===== config.mk =====
export PLATFORM = sky130hd
export DESIGN_NAME = channel_ctl_top
export DESIGN_NICKNAME = d
export VERILOG_FILES = /design/src/rtl/channel_pkg.sv /design/src/rtl/channel_regfile.sv /design/src/rtl/channel_ctl_top.sv
export SDC_FILE = /design/constraint.sdc
export NUM_CORES = 1
export LEC_CHECK = 0
export BUFFER_PORTS_ARGS = -buffer_cell sky130_fd_sc_hd__buf_2
export CAP_MARGIN = 20
export CORE_MARGIN = 2
export CORE_UTILIZATION = 50
export DETAILED_ROUTE_END_ITERATION = 6
export PLACE_DENSITY = 0.72
export SYNTH_ARGS = -nofsm -noshare
export SYNTH_HDL_FRONTEND = slang
export SYNTH_SLANG_ARGS = --single-unit

===== constraint.sdc =====
create_clock -name clk_i -period 4.6 [get_ports clk_i]
set_input_delay 0.92 -clock clk_i [delete_from_list [all_inputs] [get_ports clk_i]]
set_output_delay 0.92 -clock clk_i [all_outputs]
set_load 0.01 [all_outputs]

===== src/rtl/channel_pkg.sv =====
// Shared definitions for the NeoPixel channel controller command decoder.
// Holds the SPI command opcodes, the decoder state encoding and the
// config register file address map.
package channel_pkg;

    typedef enum logic [7:0] {
        CONF_WR = 8'h2A,
        ADDR_WR = 8'h2B,
        DATA_WR = 8'h2C,
        CONF_RD = 8'h2D
    } cmd_e;

    typedef enum logic [2:0] {
        ST_IDLE,
        ST_CONF_WR,
        ST_ADDR_WR,
        ST_DATA_WR,
        ST_CONF_RD
    } state_e;

    localparam logic [2:0] REG_T0H      = 3'd0;
    localparam logic [2:0] REG_T0L      = 3'd1;
    localparam logic [2:0] REG_T1H      = 3'd2;
    localparam logic [2:0] REG_T1L      = 3'd3;
    localparam logic [2:0] REG_CHAN_LEN = 3'd4;
    localparam logic [2:0] REG_CHAN_CNT = 3'd5;
    localparam logic [2:0] REG_NUM      = 3'd6;

endpackage


===== src/rtl/channel_regfile.sv =====
// Config register file: six 8-bit registers.
// Ports:
//   clk_i, rst_n_i       clock, async active-low reset
//   wr_en_i/addr/data    write port, written on the clock edge
//   rd_en_i/rd_addr_i    read request; rd_data_o is registered (0 for addr 6,7)
//   reg_*_o              direct register outputs (chan_cnt is bits [3:0] of reg 5)
module channel_regfile
    import channel_pkg::*;
(
    input  logic       clk_i,
    input  logic       rst_n_i,
    input  logic       wr_en_i,
    input  logic [2:0] wr_addr_i,
    input  logic [7:0] wr_data_i,
    input  logic       rd_en_i,
    input  logic [2:0] rd_addr_i,
    output logic [7:0] rd_data_o,
    output logic [7:0] reg_t0h_o,
    output logic [7:0] reg_t0l_o,
    output logic [7:0] reg_t1h_o,
    output logic [7:0] reg_t1l_o,
    output logic [7:0] reg_chan_len_o,
    output logic [3:0] reg_chan_cnt_o
);

    logic [7:0] regs_q [6];
    logic [7:0] rd_data_q;

    always_ff @(posedge clk_i or negedge rst_n_i) begin
        if (!rst_n_i) begin
            for (int unsigned i = 0; i < 6; i++) begin
                regs_q[i] <= '0;
            end
            rd_data_q <= '0;
        end else begin
            if (wr_en_i && (wr_addr_i < REG_NUM)) begin
                regs_q[wr_addr_i] <= wr_data_i;
            end
            if (rd_en_i) begin
                rd_data_q <= (rd_addr_i < REG_NUM) ? regs_q[rd_addr_i] : '0;
            end
        end
    end

    assign rd_data_o      = rd_data_q;
    assign reg_t0h_o      = regs_q[REG_T0H];
    assign reg_t0l_o      = regs_q[REG_T0L];
    assign reg_t1h_o      = regs_q[REG_T1H];
    assign reg_t1l_o      = regs_q[REG_T1L];
    assign reg_chan_len_o = regs_q[REG_CHAN_LEN];
    assign reg_chan_cnt_o = regs_q[REG_CHAN_CNT][3:0];

endmodule


===== src/rtl/channel_ctl_top.sv =====
// Byte-level SPI command decoder for the NeoPixel LED controller.
// Command bytes (dc_i=0) select the operation; data bytes (dc_i=1) are routed
// to the config regfile (write/readback) or to the 16 channel colour RAMs.
// Ports:
//   clk_i, rst_n_i                 clock, async active-low reset
//   dc_i, spi_byte_vld_i, spi_byte_data_i   incoming SPI byte and framing
//   reg_rd_data_o                  registered regfile readback
//   reg_t0h/t0l/t1h/t1l/chan_len/chan_cnt_o  live config registers
//   ram_wr_en_o/addr_o/byte_en_o   combinational RAM write strobe for the current data byte
//   ram_wr_done_o                  one-cycle pulse after the last byte of a frame
module channel_ctl_top
    import channel_pkg::*;
(
    input  logic        clk_i,
    input  logic        rst_n_i,
    input  logic        dc_i,
    input  logic        spi_byte_vld_i,
    input  logic [7:0]  spi_byte_data_i,
    output logic [7:0]  reg_rd_data_o,
    output logic [7:0]  reg_t0h_o,
    output logic [7:0]  reg_t0l_o,
    output logic [7:0]  reg_t1h_o,
    output logic [7:0]  reg_t1l_o,
    output logic [7:0]  reg_chan_len_o,
    output logic [3:0]  reg_chan_cnt_o,
    output logic [15:0] ram_wr_en_o,
    output logic [7:0]  ram_wr_addr_o,
    output logic [3:0]  ram_wr_byte_en_o,
    output logic        ram_wr_done_o
);

    state_e     state_q;
    logic [2:0] wr_addr_q;
    logic [2:0] rd_addr_q;
    logic [1:0] byte_q;
    logic [7:0] led_q;
    logic [3:0] chan_q;
    logic       done_q;

    logic cmd_stb;
    logic data_stb;
    logic reg_wr_en;
    logic reg_rd_en;
    logic ram_stb;
    logic last_byte;

    assign cmd_stb   = spi_byte_vld_i && !dc_i;
    assign data_stb  = spi_byte_vld_i && dc_i;
    assign reg_wr_en = data_stb && (state_q == ST_CONF_WR) && (wr_addr_q < REG_NUM);
    assign reg_rd_en = data_stb && (state_q == ST_CONF_RD);
    assign ram_stb   = data_stb && (state_q == ST_DATA_WR);
    assign last_byte = (byte_q == 2'd2) && (led_q == reg_chan_len_o)
                       && (chan_q == reg_chan_cnt_o);

    always_ff @(posedge clk_i or negedge rst_n_i) begin
        if (!rst_n_i) begin
            state_q   <= ST_IDLE;
            wr_addr_q <= '0;
            rd_addr_q <= '0;
            byte_q    <= '0;
            led_q     <= '0;
            chan_q    <= '0;
            done_q    <= 1'b0;
        end else begin
            done_q <= 1'b0;
            if (cmd_stb) begin
                wr_addr_q <= '0;
                rd_addr_q <= '0;
                byte_q    <= '0;
                led_q     <= '0;
                chan_q    <= '0;
                case (spi_byte_data_i)
                    CONF_WR: state_q <= ST_CONF_WR;
                    ADDR_WR: state_q <= ST_ADDR_WR;
                    DATA_WR: state_q <= ST_DATA_WR;
                    CONF_RD: state_q <= ST_CONF_RD;
                    default: state_q <= ST_IDLE;
                endcase
            end else if (data_stb) begin
                case (state_q)
                    ST_CONF_WR: begin
                        if (wr_addr_q < REG_NUM) begin
                            wr_addr_q <= wr_addr_q + 3'd1;
                        end
                    end
                    ST_CONF_RD: begin
                        rd_addr_q <= rd_addr_q + 3'd1;
                    end
                    ST_DATA_WR: begin
                        if (last_byte) begin
                            done_q  <= 1'b1;
                            state_q <= ST_IDLE;
                            byte_q  <= '0;
                            led_q   <= '0;
                            chan_q  <= '0;
                        end else if (byte_q == 2'd2) begin
                            byte_q <= '0;
                            if (led_q == reg_chan_len_o) begin
                                led_q  <= '0;
                                chan_q <= chan_q + 4'd1;
                            end else begin
                                led_q <= led_q + 8'd1;
                            end
                        end else begin
                            byte_q <= byte_q + 2'd1;
                        end
                    end
                    default: ;
                endcase
            end
        end
    end

    // RAM strobes are combinational so the RAM captures the byte in the same cycle it is presented.
    assign ram_wr_en_o      = ram_stb ? (16'b1 << chan_q) : '0;
    assign ram_wr_addr_o    = ram_stb ? led_q : '0;
    assign ram_wr_byte_en_o = ram_stb ? (4'b1 << byte_q) : '0;
    assign ram_wr_done_o    = done_q;

    channel_regfile u_regfile (
        .clk_i          (clk_i),
        .rst_n_i        (rst_n_i),
        .wr_en_i        (reg_wr_en),
        .wr_addr_i      (wr_addr_q),
        .wr_data_i      (spi_byte_data_i),
        .rd_en_i        (reg_rd_en),
        .rd_addr_i      (rd_addr_q),
        .rd_data_o      (reg_rd_data_o),
        .reg_t0h_o      (reg_t0h_o),
        .reg_t0l_o      (reg_t0l_o),
        .reg_t1h_o      (reg_t1h_o),
        .reg_t1l_o      (reg_t1l_o),
        .reg_chan_len_o (reg_chan_len_o),
        .reg_chan_cnt_o (reg_chan_cnt_o)
    );

endmodule


[Word-level counts from Yosys, hierarchy flattened]
Index checks and enable logic that the tools add are counted.
Storage, ports and cells
  register bits: 80
  latch bits: 0
  bits in writable memories: 0
  ROM bits: 0
  input port bits: 12
  output and inout port bits: 81
  logic and storage cells: 106
  memories kept: 0
Operators by class
  add/subtract/negate cells: 5
  multipliers: 0
  div/mod/pow operators: 0
  order comparisons: 5
  equal/unequal tests: 10
  shift-type cells: 2
  muxes and demuxes: 43
  bitwise logic cells: 2
  reduce and logical (&&, ||, !) cells: 25
Operators with widths (count)
  8-bit 2-to-1 mux: 11
  48-bit bitwise mux: 1
  3-bit 2-to-1 mux: 11
  8-bit by 6-bit equality test with 1-bit output, second input constant: 4
  4-bit 2-to-1 mux: 7
  8-bit binary-select mux with 3-bit select: 1
  8-bit demux with 3-bit select: 1
  16-bit 2-to-1 mux: 1
  1-bit by 4-bit left shift with 16-bit output, first input constant: 1
  3-bit case mux with 4 select lines: 1
  2-bit nonzero test: 6
  1-bit logical AND: 10
  2-bit 2-to-1 mux: 5
  3-bit AND reduction: 3
  8-bit by 1-bit adder with 8-bit output, second input constant: 1
  8-bit equality test: 1
  4-bit greater-or-equal comparator, second input constant: 2
  3-bit inverter with 4-bit output: 2
  3-bit by 1-bit adder with 3-bit output, second input constant: 2
  3-bit less-than comparator, second input constant: 2
  3-bit nonzero test: 2
  4-bit by 1-bit adder with 4-bit output, second input constant: 1
  4-bit equality test: 1
  4-bit by 1-bit less-than comparator with 1-bit output, second input constant: 1
  other kinds (10): 14

[Depth between registers and ports, before layout]
  word-level depth: 7
  depth in mapped cells: 7
  depth with buffers taken out: 6

[By module]
From an unflattened synthesis, not the netlist that was laid out.
Unflattened totals
  cell total of the unflattened synthesis: 408
  area total of the unflattened synthesis: 4576.9 µm²
Modules (own cells, without submodules)
  channel_regfile: times used 1, cells each 207, area an instance 2846.5 µm²
  channel_ctl_top: times used 1, cells each 201, area an instance 1730.4 µm²

[Worst setup path after synthesis]
No wires, ideal clock.
  path kind: input -> output
  from: in dc_i
  to: out ram_wr_byte_en_o[1]
  arrival time: 2.099 ns
  required time: 3.680 ns
  path slack: 1.581 ns
  stages on the path: 7
  buffers on the path: 3
  cells stage by stage: buf_2 -> nand2_1 -> nor4bb_1 -> clkbuf_1 -> clkbuf_1 -> nand2_1 -> nor2_1
Between the ends
  cells in the longest elaborated chain, start to end: 3
RTL lines
  start: declaration: RTL line channel_ctl_top.sv:16  | input logic dc_i,
  1-bit logical AND: RTL line channel_ctl_top.sv:48  | assign data_stb = spi_byte_vld_i && dc_i;
  1-bit logical AND: RTL line channel_ctl_top.sv:51  | assign ram_stb = data_stb && (state_q == ST_DATA_WR);
  4-bit 2-to-1 mux: RTL line channel_ctl_top.sv:117  | assign ram_wr_byte_en_o = ram_stb ? (4'b1 << byte_q) : '0;
  end: declaration: RTL line channel_ctl_top.sv:28  | output logic [3:0] ram_wr_byte_en_o,
Every way passes these cells.

[Worst setup path in the final report]
  from: in spi_byte_vld_i
  to: out ram_wr_en_o[2]
Between the ends
  cells in the longest elaborated chain, start to end: 3
RTL lines
  start: declaration: RTL line channel_ctl_top.sv:17  | input logic spi_byte_vld_i,
  1-bit logical AND: RTL line channel_ctl_top.sv:48
  1-bit logical AND: RTL line channel_ctl_top.sv:51
  16-bit 2-to-1 mux: RTL line channel_ctl_top.sv:115  | assign ram_wr_en_o = ram_stb ? (16'b1 << chan_q) : '0;
  end: declaration: RTL line channel_ctl_top.sv:26  | output logic [15:0] ram_wr_en_o,
Every way passes these cells.

==> out/results.txt <==
DP HPWL - 7210 um
Layout cell share with drive strength beyond 1 - 39.7%
Residual DRC - 0
Final Hold Fails - 0
Comb pwr share - 5.7%
Commonest register cell after synthesis - dfrtp_1
Worst-Margin Slew - 884 ps
CP required - 3680 ps
Die area - 9800 um^2
Via density - 5.71
Arrival time at the worst endpoint - 2220 ps
Dpl ws - 1430 ps
Yosys top cell by area - dfrtp_1
CTS H-tree depth - 3
Setup bufs post-CTS - 0
Sequential fraction of the synthesis area - 44.4%
Setup ws final - 1460 ps
EDFF count, synth - 0
Setup CP Type - in2out
Vias in the first global route - 3197
R2r worst-path depth - 5
Pleak - 2.60 nW
Net Sw Frac - 24.3%
Sequential Power Share - 51.9%
DIE WIDTH - 99.0 um
Resized cells post-CTS - 0
Slew HR - 40.8%
I/O pin total - 93
Grt ovf - 0
R2R Path End - led_q[4]$_DFFE_PN0P_
TritonCTS Sinks - 80
Tot GR Track Use - 21.1%
Synthesized area per cell - 10.9 um^2
Total CTS buffers - 9
Antenna-violating nets left - 0
Final #Nets - 479
Worst Clk Skew - 16.7 ps
Ys Warns - 0
Area after DPL - 4720 um^2
PortBufs - 92
# diodes - 0
Worst VDD drop - 166 uV
Clk network pwr share - 42.4%
P_int - 1.05 mW
Starting Density - 51.7%
Area delta synth->final - 10.3%
Post-DR wirelength/cell - 17.5 um
Unrepaired setup endpoints after global routing - no
Via count - 3263
Clk_lat worst skew - 350 ps
First-pass GRT wire length - 16500 um
Synth top area share - 44.4%
Iter 0 DRT Violations - 137
Die Ht - 99.0 um
Root Driver - clkbuf_8
TritonCTS clock tree - built
Seq cells post-synth - 80
Most common cell in the netlist - dfrtp_1
Clk slew on worst S/H paths - 90 ps
Launch point of the worst reg-to-reg path - led_q[0]$_DFFE_PN0P_
Max-capacitance violation count - 0
Synthesized cell area - 4510 um^2
FP Rows - 34
Critical path fanouts, max - 18
Initial antenna violation count - 0
Area of all placed cells without fillers - 4980 um^2
Largest net degree at the start of global routing - 81
Core area - 8720 um^2
Worst setup EP type - output pin
Final clock period utilization by the worst path - 68.3%
CTS Hold Buffers Added - 0
Fin Setup TNS - 0 ps
Post-Syn Nets - 435
Drt first pass iters - 5
Power Dens Cells - 279 nW/um^2
Bufs on Longest Clock Path - 2
Switching pwr - 337 uW
Post-synth top cells - dfrtp_1 (80), mux2_2 (56), buf_4 (45), nand2_1 (30), nor2_1 (23)
Flop-to-flop setup slack - 2500 ps
F_max - 318 MHz
Final WL - 10000 um
Placer Congestion - 0.868
Synth Instances - 414
CP Launch Type - primary input
Hold Path Class - in2async
Max-slew violation count - 0
Fin crit period - 3140 ps
Synth unique cells - 50
Status - completed
Top post-synthesis cells by area - dfrtp_1 (44%), mux2_2 (14%), buf_4 (7.5%)
Async SR Flop Fraction - 100%
Final setup viols - 0
## worst max-delay path, cell delays in order
cell and delay [ps]:
buf_2 220, nand2_1 120, nor4bb_2 260, buf_4 230, nand2_1 120, nor3_1 170
buf_2 170
## per-stage QoR
| stage | instances | total power [mW] | util [%] | hold slack (ps) |
|---|---|---|---|---|
| after floorplan | 414 | 0.777 | - | 460 |
| after global placement | 554 | 0.808 | 54.2 | 463 |
| after detailed placement | 554 | 0.812 | 54.2 | 477 |
| after CTS | 570 | 1.40 | 56.7 | 514 |
| after global routing | 571 | 1.44 | 57.1 | 419 |
| final | 571 | 1.39 | 57.1 | 432 |
## metal layers
metal / share of wire (%) / global-route usage, %
met3: 6.5 / 5.18
met1: 46 / 30.0
met2: 46 / 32.2
met5: 0 / 0
met4: 1.2 / 6.32
## cell usage in the layout (no fill, tap or decap), types with 6 or more instances in the layout
cell and n:
buf_2 91, dfrtp_1 80, mux2_2 56, nand2_1 30
nor2_1 23, o21ai_0 17, a21oi_1 15, inv_1 13
xor2_1 12, and2_1 10, ha_1 9, clkbuf_8 9
nor3_1 8, mux4_2 8, nor3b_1 7, a221oi_1 7
nand3_1 6
## worst max path at each step
| stage | start | end | slack, ps | cells after the start |
|---|---|---|---|---|
| global placement | spi_byte_vld_i | ram_wr_byte_en_o[0] | 1530 | 6 |
| CTS | spi_byte_vld_i | ram_wr_en_o[2] | 1430 | 7 |
| floorplan | dc_i | ram_wr_byte_en_o[1] | 1580 | 7 |
| detailed placement | spi_byte_vld_i | ram_wr_en_o[2] | 1430 | 7 |
| global route | spi_byte_vld_i | ram_wr_en_o[2] | 1290 | 7 |
| finish | spi_byte_vld_i | ram_wr_en_o[2] | 1460 | 7 |
## area by class of cell
cell class                      instances  area [um^2]
Fill cell                             762         3740
Multi-Input combinational cell        257         2050
Sequential cell                        80         2000
Timing Repair Buffer                   95          505
Tap cell                              108          135
Clock buffer                            9          124
Clock inverter                          7          101
Inverter                               15         56.3
## power by group through the flow
stage	combinational, mW	sequential, mW	clock (mW)
final	0.0794	0.721	0.588
after global routing	0.0885	0.723	0.630
after CTS	0.0774	0.721	0.597
after detailed placement	0.0767	0.735	0
after global placement	0.0747	0.734	0
after floorplan	0.0423	0.735	0
## flip-flops by register name, indices dropped and copies added, names as in the netlist, 8 cells and up
register,cells
u_regfile.reg_t1h_o,8
u_regfile.rd_data_o,8
led_q,8
u_regfile.reg_t0l_o,8
u_regfile.reg_t0h_o,8
u_regfile.reg_chan_len_o,8
u_regfile.reg_t1l_o,8
## cells by family after synthesis
family                   synth area share [%]
AND/OR/NAND/NOR                          14.4
AO/OA/AOI/OAI                            7.68
flip-flops                               44.4
XOR/XNOR                                 2.52
adder cells (fa/ha/maj)                  2.50
multiplexers                             18.2
buffers and inverters                    10.3
No activity file was read; power rests on OpenSTA's default activity.
